[src/rtl/multicycle_control.sv]
// multicycle_control: FSM sequencer for a multi-cycle RV32I datapath that
// shares one ALU and one unified instruction/data memory port.
//
// state    | meaning
// ---------+---------------------------------------------------------------
// FETCH    | read instruction at PC, PC <= PC+4 and IR/OldPC latch on ready
// DECODE   | compute OldPC+imm (branch/jump target) and dispatch on opcode
// MEMADR   | effective address rs1+imm for lw/sw
// MEMREAD  | load request at ALUOut, wait for ready
// MEMWB    | write loaded data to rd
// MEMWRITE | store request at ALUOut, wait for ready
// EXECR    | register-register ALU operation
// EXECI    | register-immediate ALU operation
// ALUWB    | write ALUOut to rd (also OldPC+4 after jal)
// BRANCH   | compare rs1/rs2, redirect PC to target if taken
// JAL      | PC <= target, ALU computes OldPC+4 for the link register

module multicycle_control (
  input  logic       clk,
  input  logic       rst,
  input  logic [6:0] op,
  input  logic [2:0] funct3,
  input  logic       funct7b5,
  input  logic       EQ,
  input  logic       mem_ready,
  output logic       mem_req,
  output logic       MemWrite,
  output logic       AdrSrc,
  output logic       IRWrite,
  output logic       PCWrite,
  output logic       RegWrite,
  output logic [1:0] ResultSrc,
  output logic [1:0] ALUSrcA,
  output logic [1:0] ALUSrcB,
  output logic [1:0] ImmSrc,
  output logic [2:0] ALUctrl,
  output logic       illegal,
  output logic [3:0] state
);

  localparam logic [3:0] S_FETCH    = 4'd0;
  localparam logic [3:0] S_DECODE   = 4'd1;
  localparam logic [3:0] S_MEMADR   = 4'd2;
  localparam logic [3:0] S_MEMREAD  = 4'd3;
  localparam logic [3:0] S_MEMWB    = 4'd4;
  localparam logic [3:0] S_MEMWRITE = 4'd5;
  localparam logic [3:0] S_EXECR    = 4'd6;
  localparam logic [3:0] S_EXECI    = 4'd7;
  localparam logic [3:0] S_ALUWB    = 4'd8;
  localparam logic [3:0] S_BRANCH   = 4'd9;
  localparam logic [3:0] S_JAL      = 4'd10;

  localparam logic [6:0] OP_LW  = 7'b0000011;
  localparam logic [6:0] OP_SW  = 7'b0100011;
  localparam logic [6:0] OP_R   = 7'b0110011;
  localparam logic [6:0] OP_I   = 7'b0010011;
  localparam logic [6:0] OP_BR  = 7'b1100011;
  localparam logic [6:0] OP_JAL = 7'b1101111;

  localparam logic [2:0] ALU_ADD = 3'b000;
  localparam logic [2:0] ALU_SUB = 3'b001;
  localparam logic [2:0] ALU_AND = 3'b010;
  localparam logic [2:0] ALU_OR  = 3'b011;
  localparam logic [2:0] ALU_SLT = 3'b101;

  logic [3:0] state_nxt;

  // funct3 decode shared by R- and I-type; sub only exists for R-type
  function automatic logic [2:0] alu_decode(input logic [2:0] f3, input logic sub_sel);
    logic [2:0] ctrl;
    case (f3)
      3'b000:  ctrl = sub_sel ? ALU_SUB : ALU_ADD;
      3'b010:  ctrl = ALU_SLT;
      3'b110:  ctrl = ALU_OR;
      3'b111:  ctrl = ALU_AND;
      default: ctrl = ALU_ADD;
    endcase
    return ctrl;
  endfunction

  // state register; reset wins over any pending transition or handshake
  always_ff @(posedge clk) begin
    if (rst) state <= S_FETCH;
    else     state <= state_nxt;
  end

  // next-state logic
  always_comb begin
    state_nxt = S_FETCH;
    case (state)
      S_FETCH:    state_nxt = mem_ready ? S_DECODE : S_FETCH;
      S_DECODE: begin
        case (op)
          OP_LW, OP_SW: state_nxt = S_MEMADR;
          OP_R:         state_nxt = S_EXECR;
          OP_I:         state_nxt = S_EXECI;
          OP_BR:        state_nxt = S_BRANCH;
          OP_JAL:       state_nxt = S_JAL;
          default:      state_nxt = S_FETCH;
        endcase
      end
      S_MEMADR:   state_nxt = (op == OP_SW) ? S_MEMWRITE : S_MEMREAD;
      S_MEMREAD:  state_nxt = mem_ready ? S_MEMWB : S_MEMREAD;
      S_MEMWB:    state_nxt = S_FETCH;
      S_MEMWRITE: state_nxt = mem_ready ? S_FETCH : S_MEMWRITE;
      S_EXECR:    state_nxt = S_ALUWB;
      S_EXECI:    state_nxt = S_ALUWB;
      S_ALUWB:    state_nxt = S_FETCH;
      S_BRANCH:   state_nxt = S_FETCH;
      S_JAL:      state_nxt = S_ALUWB;
      default:    state_nxt = S_FETCH;
    endcase
  end

  // immediate format follows the opcode in every state
  always_comb begin
    ImmSrc = 2'b00;
    case (op)
      OP_SW:   ImmSrc = 2'b01;
      OP_BR:   ImmSrc = 2'b10;
      OP_JAL:  ImmSrc = 2'b11;
      default: ImmSrc = 2'b00;
    endcase
  end

  // per-state datapath controls; enables are masked while reset is held
  always_comb begin
    mem_req   = 1'b0;
    MemWrite  = 1'b0;
    AdrSrc    = 1'b0;
    IRWrite   = 1'b0;
    PCWrite   = 1'b0;
    RegWrite  = 1'b0;
    ResultSrc = 2'b00;
    ALUSrcA   = 2'b00;
    ALUSrcB   = 2'b00;
    ALUctrl   = ALU_ADD;
    illegal   = 1'b0;
    case (state)
      S_FETCH: begin
        mem_req   = 1'b1;
        ALUSrcB   = 2'b10;
        ResultSrc = 2'b10;
        IRWrite   = mem_ready;
        PCWrite   = mem_ready;
      end
      S_DECODE: begin
        ALUSrcA = 2'b01;
        ALUSrcB = 2'b01;
        illegal = !(op == OP_LW || op == OP_SW || op == OP_R ||
                    op == OP_I  || op == OP_BR || op == OP_JAL);
      end
      S_MEMADR: begin
        ALUSrcA = 2'b10;
        ALUSrcB = 2'b01;
      end
      S_MEMREAD: begin
        mem_req = 1'b1;
        AdrSrc  = 1'b1;
      end
      S_MEMWB: begin
        ResultSrc = 2'b01;
        RegWrite  = 1'b1;
      end
      S_MEMWRITE: begin
        mem_req  = 1'b1;
        MemWrite = 1'b1;
        AdrSrc   = 1'b1;
      end
      S_EXECR: begin
        ALUSrcA = 2'b10;
        ALUctrl = alu_decode(funct3, funct7b5);
      end
      S_EXECI: begin
        ALUSrcA = 2'b10;
        ALUSrcB = 2'b01;
        ALUctrl = alu_decode(funct3, 1'b0);
      end
      S_ALUWB: begin
        RegWrite = 1'b1;
      end
      S_BRANCH: begin
        ALUSrcA = 2'b10;
        ALUctrl = ALU_SUB;
        PCWrite = ((funct3 == 3'b000) && EQ) || ((funct3 == 3'b001) && !EQ);
      end
      S_JAL: begin
        ALUSrcA = 2'b01;
        ALUSrcB = 2'b10;
        PCWrite = 1'b1;
      end
      default: ;
    endcase
    if (rst) begin
      mem_req  = 1'b0;
      MemWrite = 1'b0;
      IRWrite  = 1'b0;
      PCWrite  = 1'b0;
      RegWrite = 1'b0;
      illegal  = 1'b0;
    end
  end

endmodule

[config.mk]
export PLATFORM = sky130hd
export DESIGN_NAME = multicycle_control
export DESIGN_NICKNAME = d
export VERILOG_FILES = /design/src/rtl/multicycle_control.sv
export SDC_FILE = /design/constraint.sdc
export NUM_CORES = 1
export LEC_CHECK = 0
export ABC_AREA = 1
export BUFFER_PORTS_ARGS = -buffer_cell sky130_fd_sc_hd__buf_2
export CAP_MARGIN = 20
export CORE_AREA = 5 5 42 44
export DETAILED_ROUTE_END_ITERATION = 12
export DIE_AREA = 0 0 47 49
export HOLD_SLACK_MARGIN = 0.02
export MAX_ROUTING_LAYER = met4
export PLACE_DENSITY = 0.76
export SLEW_MARGIN = 20
export SYNTH_ARGS = -nofsm -noshare
export SYNTH_HDL_FRONTEND = slang
export SYNTH_SLANG_ARGS = --single-unit
[constraint.sdc]
create_clock -name clk -period 2.41 [get_ports clk]
set_input_delay 0.1205 -clock clk [delete_from_list [all_inputs] [get_ports clk]]
set_output_delay 0.1205 -clock clk [all_outputs]
set_load 0.02 [all_outputs]
==> impl_metrics.yaml <==
timing:
  rsz0062_at_grt: "false"
  max_slew_margin_pct: 83.1
  clock_skew_ns: 0.00118
  worst_pin_slew_ns: 0.250
  maxSlewViolCount: 0
  fin_crit_sh_pct: 64.1
  fmaxAchievable_mhz: 648
  setup_slack_ns: 0.866
  timing.hold.ws_ns: 0.168
  setup_violations: 0
  finalSetupTns_ns: 0
  min_period_ns: 1.54
  hold_viol_final: 0
synth:
  synth_most_common_cell: "nand2_1"
  synth_seq_cells: 4
  synth_edf_count: 0
  synth_cell_type_count: 22
  synth.area.top_cells: "nand2_1 (19%), dfxtp_1 (15%), inv_1 (14%)"
  synthTopCellsByCount: "nand2_1 (28), inv_1 (21), nor2_1 (11), nand3_1 (10)"
  synth_area_um2: 552
  syn_avg_cell_area_um2: 5.31
  synth_top_area_share_pct: 19.0
  syn_inst: 104
  ys_warn_count: 0
  async_flop_share_pct: 0
  synth_top_flop_cell: "dfxtp_1"
  synth_nets: 119
  synth_top_area_cell: "nand2_1"
  ys_seq_area_share_pct: 14.5
cells_and_area:
  final_cell_count_no_fill: 159
  area_growth_pct: 40.4
  reg.largest.list: "state (4)"
  regMostFlops: "state"
  nNetsFinal: 160
  final_core_util_pct: 55.3
  n_fill_cell: 167
  diodes: 0
  largest_reg_flops: 4
  drive_gt1_share_pct: 35.7
power_and_ir_drop:
  power_density_nw_per_um2: 289
  ir_drop_uv: 305
  p_leak_nw: 0.521
global_routing:
  gr-total-overflow: 0
  grt_pass1_wl_um: 2630
  antenna_found_initial: 0
  grt_pass1_vias: 709
  groute.usage.overall_pct: 15.3
  grt_max_degree: 8
drt:
  drt_iter0_markers: 12
  wirelength_um: 1630
  wl_met1_um: 626
  dr.pass1.iters: 4
  viasPerCell: 4.77
  ant_nets: 0
  routed.top_layer: "met4"
  drc: 0
  wl_met2_um: 838
  wl_per_cell_um: 10.2
  met3_length_um: 159
  vias: 758
placement:
  place_inst: 156
  hpwlAfterDp_um: 1420
  place.gp.congestion: 0.821
  io_buffers: 36
  place_ws_ns: 1.10
die:
  start_util_pct: 39.4
  pin_count: 37
  die_w_um: 47
  core_area_um2: 1400
  die_area_um2: 2300
  rows: 14
  die_height_um: 49
setup_path:
  cp.arrival_ns: 1.42
  crit_path_start_kind: "flop"
  worstPathMaxFanout: 4
  criticalPathCategory: "flop to output port"
  r2r_cells: 7
  worstPathRequired_ns: 2.29
  crit_path_end_kind: "output port"
clock_tree:
  cts_root_buf: "clkbuf_4"
  htreeDepth: 1
  post_cts_buffers: 0
  clock_latency_ns: 0.23
  cts_hold_buf: 0
  path_clk_slew_ns: 0.04
  cts_resized: 0
  cts_buffers: 3
  clock_sinks: 4
  cts_buffer_depth: 2
  cts_tree: "yes"
status:
  status: "completed"
job:
  cap_violations: 0
worst_hold_path:
  worstHoldPathCells: 2
  hold_class: "input port to flop"
## through the flow
step / instance area [µm²] / total power [W]
2_1_floorplan: 552 / 0.000113
3_3_place_gp: 752 / 0.000144
3_5_place_dp: 752 / 0.000145
4_1_cts: 774 / 0.000227
5_1_grt: 774 / 0.000242
6_report: 774 / 0.000224
## where the power goes
part            total, W  leakage (nW)  internal, W  switching (W)
clock network  0.0000795        0.0138    0.0000555      0.0000240
registers      0.0000693        0.0325    0.0000679     0.00000137
logic          0.0000749         0.475    0.0000266      0.0000483
total           0.000224         0.521     0.000150      0.0000737
## layout by cell type (no fill, tap or decap), types with 3 or more instances in the layout
cell type	instances
buf_2	36
clkbuf_4	3
inv_1	21
nand2_1	28
nor2_1	11
o21ai_0	3
nand3_1	10
nor2_4	3
a21oi_1	4
nor2_2	3
dfxtp_1	4
## worst paths after layout
check                           startpoint  endpoint  slack [ns]
worst max-delay path              state[0]   PCWrite        0.87
worst max register to register    state[1]  state[0]        1.28
worst min register to register    state[0]  state[1]        0.69
worst min-delay path                   rst  state[3]        0.17
## routing by layer
metal  up-vias  track usage, %
li1        406               -
met1       319            16.7
met2        31            26.5
met3         2            3.69
met4         0            4.15
met5         -               -
## cells by family (layout without fill, tap and decap cells)
group | Yosys count | count (layout) | share of synthesized area, %
AO/OA/AOI/OAI | 14 | 14 | 15.9
buffers and inverters | 24 | 63 | 16.8
flip-flops | 4 | 4 | 14.5
AND/OR/NAND/NOR | 62 | 62 | 52.8
## critical path, cell delays in order (launching register included)
cell and delay, ns:
dfxtp_1 0.37, inv_2 0.07, nor2_2 0.17, nand2_1 0.12, nor2_1 0.10, nand2_1 0.06, a31oi_1 0.12, buf_2 0.19
## cell type report
| cell class | count | area, µm² | area share (%) |
|---|---|---|---|
| multi-input cells | 76 | 379 | 48.9 |
| repair buffers | 36 | 180 | 23.3 |
| inverters | 24 | 92.6 | 12.0 |
| flip-flops and latches | 4 | 80.1 | 10.3 |
| clock buffers | 3 | 22.5 | 2.91 |
| well taps | 16 | 20.0 | 2.58 |
No activity file was read; power rests on OpenSTA's default activity.
